--- src/rtl/synth_voice_pkg.sv ---
// Shared encodings for the voice allocator and its helpers.
package synth_voice_pkg;
  localparam int VEL_W = 32;

  typedef enum logic [1:0] {
    V_FREE    = 2'd0,
    V_HELD    = 2'd1,
    V_RELEASE = 2'd2
  } vstate_e;

  typedef enum logic {
    S_IDLE   = 1'b0,
    S_COMMIT = 1'b1
  } fsm_e;

  // What the commit cycle does to its target voice.
  typedef enum logic [1:0] {
    A_NONE   = 2'd0,
    A_RETRIG = 2'd1,
    A_LOAD   = 2'd2,
    A_REL    = 2'd3
  } act_e;
endpackage

--- src/rtl/voice_prio_enc.sv ---
// Lowest-index-set priority encoder: index of the first set request plus a found flag.
module voice_prio_enc #(
  parameter int N  = 8,
  parameter int IW = (N > 1) ? $clog2(N) : 1
) (
  input  logic [N-1:0]  req,
  output logic [IW-1:0] idx,
  output logic          found
);
  always_comb begin
    idx   = '0;
    found = 1'b0;
    for (int i = N - 1; i >= 0; i--) begin
      if (req[i]) begin
        idx   = IW'(i);
        found = 1'b1;
      end
    end
  end
endmodule

--- src/rtl/voice_allocator.sv ---
// Polyphonic voice allocator: maps note-on/off events onto free voices and drives gates.
// Define VOICE_STEAL_EN to steal the oldest voice instead of dropping when none are free.
module voice_allocator
  import synth_voice_pkg::*;
#(
  parameter int NUM_VOICES = 8,
  parameter int NOTE_BITS  = 7,
  parameter int AGE_BITS   = 4
) (
  input  logic                            clk,
  input  logic                            rst,
  input  logic                            ev_valid,
  output logic                            ev_ready,
  input  logic                            ev_on,
  input  logic [NOTE_BITS-1:0]            ev_note,
  input  logic [VEL_W-1:0]                ev_velocity,
  input  logic [NUM_VOICES-1:0]           voice_avail,
  output logic [NUM_VOICES-1:0]           voice_en,
  output logic [NUM_VOICES*NOTE_BITS-1:0] voice_note,
  output logic [NUM_VOICES*VEL_W-1:0]     voice_velocity,
  output logic                            dropped
);
  localparam int IW = (NUM_VOICES > 1) ? $clog2(NUM_VOICES) : 1;

  fsm_e                                 state;
  logic                                 lat_on;
  logic [NOTE_BITS-1:0]                 lat_note;
  logic [VEL_W-1:0]                     lat_vel;
  vstate_e                              vst [NUM_VOICES];
  logic [NUM_VOICES-1:0][NOTE_BITS-1:0] note_q;
  logic [NUM_VOICES-1:0][VEL_W-1:0]     vel_q;

  logic [NUM_VOICES-1:0] free_m, held_m, match_m;
  logic [IW-1:0]         free_idx, match_idx, tgt;
  logic                  free_found, match_found, drop_d;
  act_e                  act;

  always_comb begin
    free_m  = '0;
    held_m  = '0;
    match_m = '0;
    for (int i = 0; i < NUM_VOICES; i++) begin
      free_m[i]  = (vst[i] == V_FREE);
      held_m[i]  = (vst[i] == V_HELD);
      match_m[i] = (vst[i] == V_HELD) && (note_q[i] == lat_note);
    end
  end

  voice_prio_enc #(.N(NUM_VOICES), .IW(IW)) u_free (
    .req(free_m), .idx(free_idx), .found(free_found)
  );
  voice_prio_enc #(.N(NUM_VOICES), .IW(IW)) u_match (
    .req(match_m), .idx(match_idx), .found(match_found)
  );

`ifdef VOICE_STEAL_EN
  logic [NUM_VOICES-1:0][AGE_BITS-1:0] age_q;
  logic [NUM_VOICES-1:0]               rel_m, cand_m, steal_m;
  logic [AGE_BITS-1:0]                 max_age;
  logic [IW-1:0]                       steal_idx;
  logic                                steal_found;

  // Released voices are preferred victims; among candidates the oldest wins, ties to lowest index.
  always_comb begin
    rel_m   = '0;
    steal_m = '0;
    max_age = '0;
    for (int i = 0; i < NUM_VOICES; i++) rel_m[i] = (vst[i] == V_RELEASE);
    cand_m = (|rel_m) ? rel_m : held_m;
    for (int i = 0; i < NUM_VOICES; i++)
      if (cand_m[i] && age_q[i] > max_age) max_age = age_q[i];
    for (int i = 0; i < NUM_VOICES; i++)
      steal_m[i] = cand_m[i] && (age_q[i] == max_age);
  end

  voice_prio_enc #(.N(NUM_VOICES), .IW(IW)) u_steal (
    .req(steal_m), .idx(steal_idx), .found(steal_found)
  );
`endif

  always_comb begin
    act    = A_NONE;
    tgt    = match_idx;
    drop_d = 1'b0;
    if (state == S_COMMIT) begin
      if (match_found) begin
        act = lat_on ? A_RETRIG : A_REL;
      end else if (!lat_on) begin
        drop_d = 1'b1;
      end else if (free_found) begin
        act = A_LOAD;
        tgt = free_idx;
      end else begin
`ifdef VOICE_STEAL_EN
        if (steal_found) begin
          act = A_LOAD;
          tgt = steal_idx;
        end else begin
          drop_d = 1'b1;
        end
`else
        drop_d = 1'b1;
`endif
      end
    end
  end

  always_ff @(posedge clk or posedge rst) begin
    if (rst) begin
      state    <= S_IDLE;
      ev_ready <= 1'b1;
      dropped  <= 1'b0;
      lat_on   <= 1'b0;
      lat_note <= '0;
      lat_vel  <= '0;
    end else begin
      dropped <= drop_d;
      case (state)
        S_IDLE: begin
          if (ev_valid) begin
            lat_on   <= ev_on;
            lat_note <= ev_note;
            lat_vel  <= ev_velocity;
            state    <= S_COMMIT;
            ev_ready <= 1'b0;
          end
        end
        default: begin
          state    <= S_IDLE;
          ev_ready <= 1'b1;
        end
      endcase
    end
  end

  // A commit on a voice overrides a same-cycle available pulse for it.
  always_ff @(posedge clk or posedge rst) begin
    if (rst) begin
      for (int i = 0; i < NUM_VOICES; i++) begin
        vst[i]    <= V_FREE;
        note_q[i] <= '0;
        vel_q[i]  <= '0;
      end
    end else begin
      for (int i = 0; i < NUM_VOICES; i++) begin
        if (tgt == IW'(i) && (act == A_LOAD || act == A_RETRIG)) begin
          vst[i]   <= V_HELD;
          vel_q[i] <= lat_vel;
          if (act == A_LOAD) note_q[i] <= lat_note;
        end else if (tgt == IW'(i) && act == A_REL) begin
          vst[i] <= V_RELEASE;
        end else if (voice_avail[i] && vst[i] != V_FREE) begin
          vst[i] <= V_FREE;
        end
      end
    end
  end

`ifdef VOICE_STEAL_EN
  always_ff @(posedge clk or posedge rst) begin
    if (rst) begin
      age_q <= '0;
    end else if (act == A_LOAD) begin
      for (int i = 0; i < NUM_VOICES; i++) begin
        if (tgt == IW'(i)) age_q[i] <= '0;
        else if (vst[i] != V_FREE && age_q[i] != {AGE_BITS{1'b1}}) age_q[i] <= age_q[i] + 1'b1;
      end
    end
  end
`endif

  always_comb begin
    voice_en = '0;
    for (int i = 0; i < NUM_VOICES; i++) voice_en[i] = (vst[i] == V_HELD);
  end

  assign voice_note     = note_q;
  assign voice_velocity = vel_q;
endmodule
--- config.mk ---
export PLATFORM = sky130hd
export DESIGN_NAME = voice_allocator
export DESIGN_NICKNAME = d
export VERILOG_FILES = /design/src/rtl/synth_voice_pkg.sv /design/src/rtl/voice_prio_enc.sv /design/src/rtl/voice_allocator.sv
export SDC_FILE = /design/constraint.sdc
export NUM_CORES = 1
export LEC_CHECK = 0
export BUFFER_PORTS_ARGS = -buffer_cell sky130_fd_sc_hd__buf_2
export CAP_MARGIN = 20
export CORE_ASPECT_RATIO = 1.25
export CORE_MARGIN = 3
export CORE_UTILIZATION = 48
export DETAILED_ROUTE_END_ITERATION = 8
export MAX_ROUTING_LAYER = met4
export PLACE_DENSITY = 0.77
export RECOVER_POWER = 50
export SLEW_MARGIN = 20
export SYNTH_ARGS = -nofsm -noshare
export SYNTH_HDL_FRONTEND = slang
export SYNTH_SLANG_ARGS = --single-unit
--- constraint.sdc ---
create_clock -name clk -period 10.4 [get_ports clk]
set_input_delay 1.04 -clock clk [delete_from_list [all_inputs] [get_ports clk]]
set_output_delay 1.04 -clock clk [all_outputs]
set_load 0.02 [all_outputs]
Word level (Yosys, flattened, before mapping)
Index checks and enable logic that the tools add are counted.
{ "classes": {"addsub": 0, "mul": 0, "div": 0, "magnitude_cmp": 0, "n_eq_ne": 26, "n_shift": 0, "n_mux": 73, "bitwise": 1, "reduce_logical": 68} }
{ "ops": {"columns": ["op", "count"], "rows": [
  ["$mux 3", 20],
  ["$mux 2", 29],
  ["$eq 7x7->1", 8],
  ["$logic_and 1x1->1", 32],
  ["$mux 1", 24],
  ["$reduce_bool 3->1", 8],
  ["$eq 2x1->1 const B", 9],
  ["$reduce_and 2->1", 9],
  ["$reduce_bool 2->1", 9],
  ["$logic_not 2->1", 8],
  ["$eq 3x3->1 const B", 4],
  ["$eq 3x2->1 const B", 2],
  ["$eq 2x2->1 const B", 2],
  ["$eq 3x1->1 const B", 1],
  ["$logic_not 3->1", 1],
  ["$logic_or 1x1->1", 1],
  ["$not 1->1", 1]
]} }
{ "totals": {"register_bits": 371, "latch_bits": 0, "ramBits": 0, "romBits": 0, "input_bits": 51, "n_memories": 0} }

Longest topological paths before layout
{ "logic_depth": {"ltp_word": 18, "depth_mapped": 17, "ltp_nobuf": 12} }

Cells and area by module
Synthesis repeated with hierarchy kept, for this count alone.
{ "unflattened": {"hier_cells": 1012, "area_unflattened_um2": 15277.2} }
{ "by_module_without_submodules": {"columns": ["module", "instances", "cells_each", "area_each_um2", "seq_area_each_um2"], "rows": [
  ["voice_allocator", 1, 986, 15117.0, 9285.2],
  ["voice_prio_enc", 2, 13, 80.1, 0.0]
]} }

Least setup slack after synthesis
OpenSTA, ideal clock, no wires.
{ "synth_path": {"kind": "flip-flop to flip-flop", "from": "reg lat_note[6]", "to": "reg vel_q, in the netlist voice_velocity[136]", "t_arrival_ps": 3480, "t_required_ps": 10275, "path_slack_ps": 6795, "stages_incl_launch_ff": 15, "synth_period_minus_slack_ps": 3605, "cell_sequence": "dfrtp_1 > buf_4 > xor2_1 > nor2_1 > and4_1 > nor4_1 > nand2_1 > and2_1 > ha_1 > buf_2 > inv_1 > a211o_1 > nor3_2 > buf_6 > mux2_2"} }
{ "synth_via": {"elab_chain_cells": 16, "elab_cells_between_ends": 43, "cone_classes": "eq/ne (11); mux (22); reduce/logical (10)"} }
{ "synth_rtl": {"columns": ["element", "line_no", "source"], "rows": [
  ["start, declared", "voice_allocator.sv:27", "logic [NOTE_BITS-1:0] lat_note;"],
  ["start signal, assigned", "voice_allocator.sv:122", "lat_note <= ev_note;"],
  ["$eq 7x7->1", "voice_allocator.sv:45", "match_m[i] = (vst[i] == V_HELD) && (note_q[i] == lat_note);"],
  ["$logic_and 1x1->1", "voice_allocator.sv:45", null],
  ["$mux 3 (8 in series)", "voice_prio_enc.sv:14", "if (req[i]) begin"],
  ["$mux 3", "voice_allocator.sv:90", "end else if (free_found) begin"],
  ["$mux 3", "voice_allocator.sv:88", "end else if (!lat_on) begin"],
  ["$mux 3", "voice_allocator.sv:86", "if (match_found) begin"],
  ["$mux 3", "voice_allocator.sv:85", "if (state == S_COMMIT) begin"],
  ["$eq 3x3->1", "voice_allocator.sv:146", "if (tgt == IW'(i) && (act == A_LOAD || act == A_RETRIG)) begin"],
  ["$logic_and 1x1->1 *", "voice_allocator.sv:146", null],
  ["end signal, assigned by index", "voice_allocator.sv:148", "vel_q[i] <= lat_vel;"],
  ["end, declared", "voice_allocator.sv:31", "logic [NUM_VOICES-1:0][VEL_W-1:0] vel_q;"]
]} }
Every way passes the cells marked *; elsewhere a longest branch is shown, timed or not.
A chain may end at the register's enable or synchronous reset.

==> run metrics <==
status finished with violations; failing checks capacitance limit, slew limit; Clk Latency, worst-skew pair 0.52 ns; largest cells by area after synthesis dfrtp_1 (61%), mux2_2 (26%), xnor2_1 (1.8%), xor2_1 (1.4%), nand4_1 (0.90%); CP Data Arrival Time between 5 and 6 ns; Synth Area in XOR/XNOR 3.22%; first-pass GRT wire length about 61,000 um; YS warnings 0; share of cells above drive strength 1 36.8%; RSZ-0062 raised after global routing no; Area growth syn-to-layout 19.8%; # rows 72; Final WS setup approximately 4.5 ns; Hold Buf Count CTS 0; Cells after DPL around 1,700; WP data required ~10 ns; Yosys cell types 58; Setup Crit Path Kind in2async; drt wl/cell roughly 22 um; asr flop ratio synth 100%; nature of the critical path endpoint async pin; Resize count post-CTS 0; nets about 1,400; Reg clk slew, reported paths 0.06 ns; Fin Setup TNS 0 ns; postcts setup bufs 0; Compound-Gate Fraction of Synth Area under 10%; clk sink count around 370; max-cap violation count 4; Placer Congestion approximately 0.88; Cell Pwr Density slightly below 200 mW/mm2; VDD IR max about 0.16 mV; Slew @ Worst Pin between 4 and 5 ns; Post-Syn Instances between 900 and 1,000; pin count of the biggest net entering global routing approximately 170; Detailed Routing Iterations Pass 1 4; final cell count without fillers around 1,800; post-DR vias/cell 5.40; sequential element share of the synthesized area approximately three fifths; Worst slew margin -197%; Main synth FF type dfrtp_1; pre-CTS setup slack roughly 5.2 ns; syn nets 1,047; Final Slew Violations 339; Simple-Gate Fraction of Synth Area between 4 and 5%; antenna violations before repair 2; Die X between 150 and 200 um; most common cell in the netlist dfrtp_1; Max Root-Sink Buffers 3; Netlist Area Pre-Place 0.0152 mm2; cell taking the most area after synthesis dfrtp_1; post-synth top area share between 60% and 70%; Starting Density between 40 and 50%; Overflow after GRT 0; Final HPWL DP roughly 27,000 um; initial DRC count between 600 and 700; Final period util 56.7%; post-synthesis adder-cell area fraction 0.164%; final worst clock skew around 0.013 ns; final wirelength about 40,000 um; Hold Vio Cnt, Final 0; Leak about 0.0087 uW; largest family of logic cells by synthesized area multiplexers; Die Footprint roughly 0.034 mm2; CTS tree built; top achievable clock speed roughly 0.17 GHz; post-route ant nets 0; footprint of the multi-input gates around 0.0056 mm2; register area around 0.0093 mm2; Root Buffer clkbuf_16; DRC viols 0; class of the tightest hold or removal check reg2reg; number of synthesized flops with an enable pin 0; top cells by count, synth dfrtp_1 (370), mux2_2 (350), xnor2_1 (32), xor2_1 (24), nand4_1 (22); core area a little over 0.03 mm2; number of fill cells about 2,700; number of port buffers roughly 370; final setup vio count 0; CTS buffer count 37; CP max FO 83; Avg Cell Area, Syn about 15 um2; final core occ about three fifths; register bit total from synthesis about 370; global-route usage over all layers 24.1%; I/O pins about 370; min cycle time layout a little under 6 ns; Via Count 9,744; H-Tree Depth 2; startpoint types primary input; post-synthesis mux area share 26.0%; Die H approximately 210 um; Pwr Total about 3600 uW; vias in the first global route ~10,000
cell usage in the layout, fill, tap and decap left out, types with 3 or more instances in the layout:
cell,n
nor2b_1,13
buf_4,12
nand3_1,3
xnor2_1,32
o21ai_0,4
and4_1,3
o22ai_1,4
a21oi_1,5
nor4_1,4
clkinv_2,7
bufinv_16,3
o211ai_1,4
o211ai_4,3
nor2_1,17
and2_1,4
o211ai_2,3
a21boi_0,3
nand4_1,22
nand2_1,10
nand2b_1,5
nor3_1,4
inv_1,7
clkbuf_8,7
mux2_2,350
clkbuf_16,39
clkbuf_1,322
dfrtp_1,370
xor2_1,24
a21bo_2,3
buf_2,58
a31o_2,3
worst max-delay path: stages:
cell	delay, ns
buf_2	0.10
clkinvlp_2	1.05
clkbuf_1	3.20
cell type report:
type	count	area share, %
Inverter	8	0.172
Clock buffer	52	6.00
Multi-Input combinational cell	563	30.6
Clock inverter	14	0.871
Sequential cell	371	50.9
Timing Repair Buffer	387	8.62
Tap cell	407	2.79
Antenna cell	1	0.0137
metrics by stage:
step / cell area (um2) / hold slack [ns]
after CTS: 18700 / 0.497
after floorplan: 15200 / 0.496
after global placement: 17400 / 0.472
after global routing: 18200 / 0.511
after detailed placement: 17400 / 0.481
final: 18200 / 0.496
layer usage:
metal  track usage (%)  part of all wire [%]  vias up
met5                 -                     0        -
met2              40.4                    51      331
met4              7.82                   3.3        0
met3              4.37                   5.6       86
li1                  -                     -     4301
met1              29.5                    40     5026
where the power goes:
group,switching (uW),internal (uW),total [uW]
logic,323,196,519
registers,146,1580,1730
clock network,554,812,1370
flip-flops by register name, summed over array words and instances, names as in the netlist:
| name | cells |
|---|---|
| lat_on | 1 |
| vst | 16 |
| ev_ready | 1 |
| voice_note | 56 |
| dropped | 1 |
| state | 1 |
| lat_note | 7 |
| lat_vel | 32 |
| voice_velocity | 256 |
cell families after synthesis:
kind of cell               Yosys count
DFF                                371
muxes                              352
and+or+nand+nor                    105
buffers and inverters               60
xor gates and xnor gates            56
AOI/OAI and AO/OA                   48
adders and majority gates            2
worst paths after layout:
| path | endpoint | start | cells past startpoint | slack [ns] |
|---|---|---|---|---|
| max | voice_velocity[250]$_DFFE_PP0N_ | rst | 3 | 4.50 |
| min | voice_velocity[236]$_DFFE_PP0N_ | voice_velocity[236]$_DFFE_PP0N_ | 1 | 0.50 |
| max reg2reg | voice_velocity[129]$_DFFE_PP0N_ | lat_note[3]$_DFFE_PP0P_ | 12 | 5.20 |
| min reg2reg | voice_velocity[236]$_DFFE_PP0N_ | voice_velocity[236]$_DFFE_PP0N_ | 1 | 0.50 |
| max in group clk | voice_velocity[129]$_DFFE_PP0N_ | lat_note[3]$_DFFE_PP0P_ | 12 | 5.20 |
| min in group asynchronous | voice_velocity[225]$_DFFE_PP0N_ | rst | 2 | 0.98 |
Note: power is estimated with default switching activity, not from simulation.
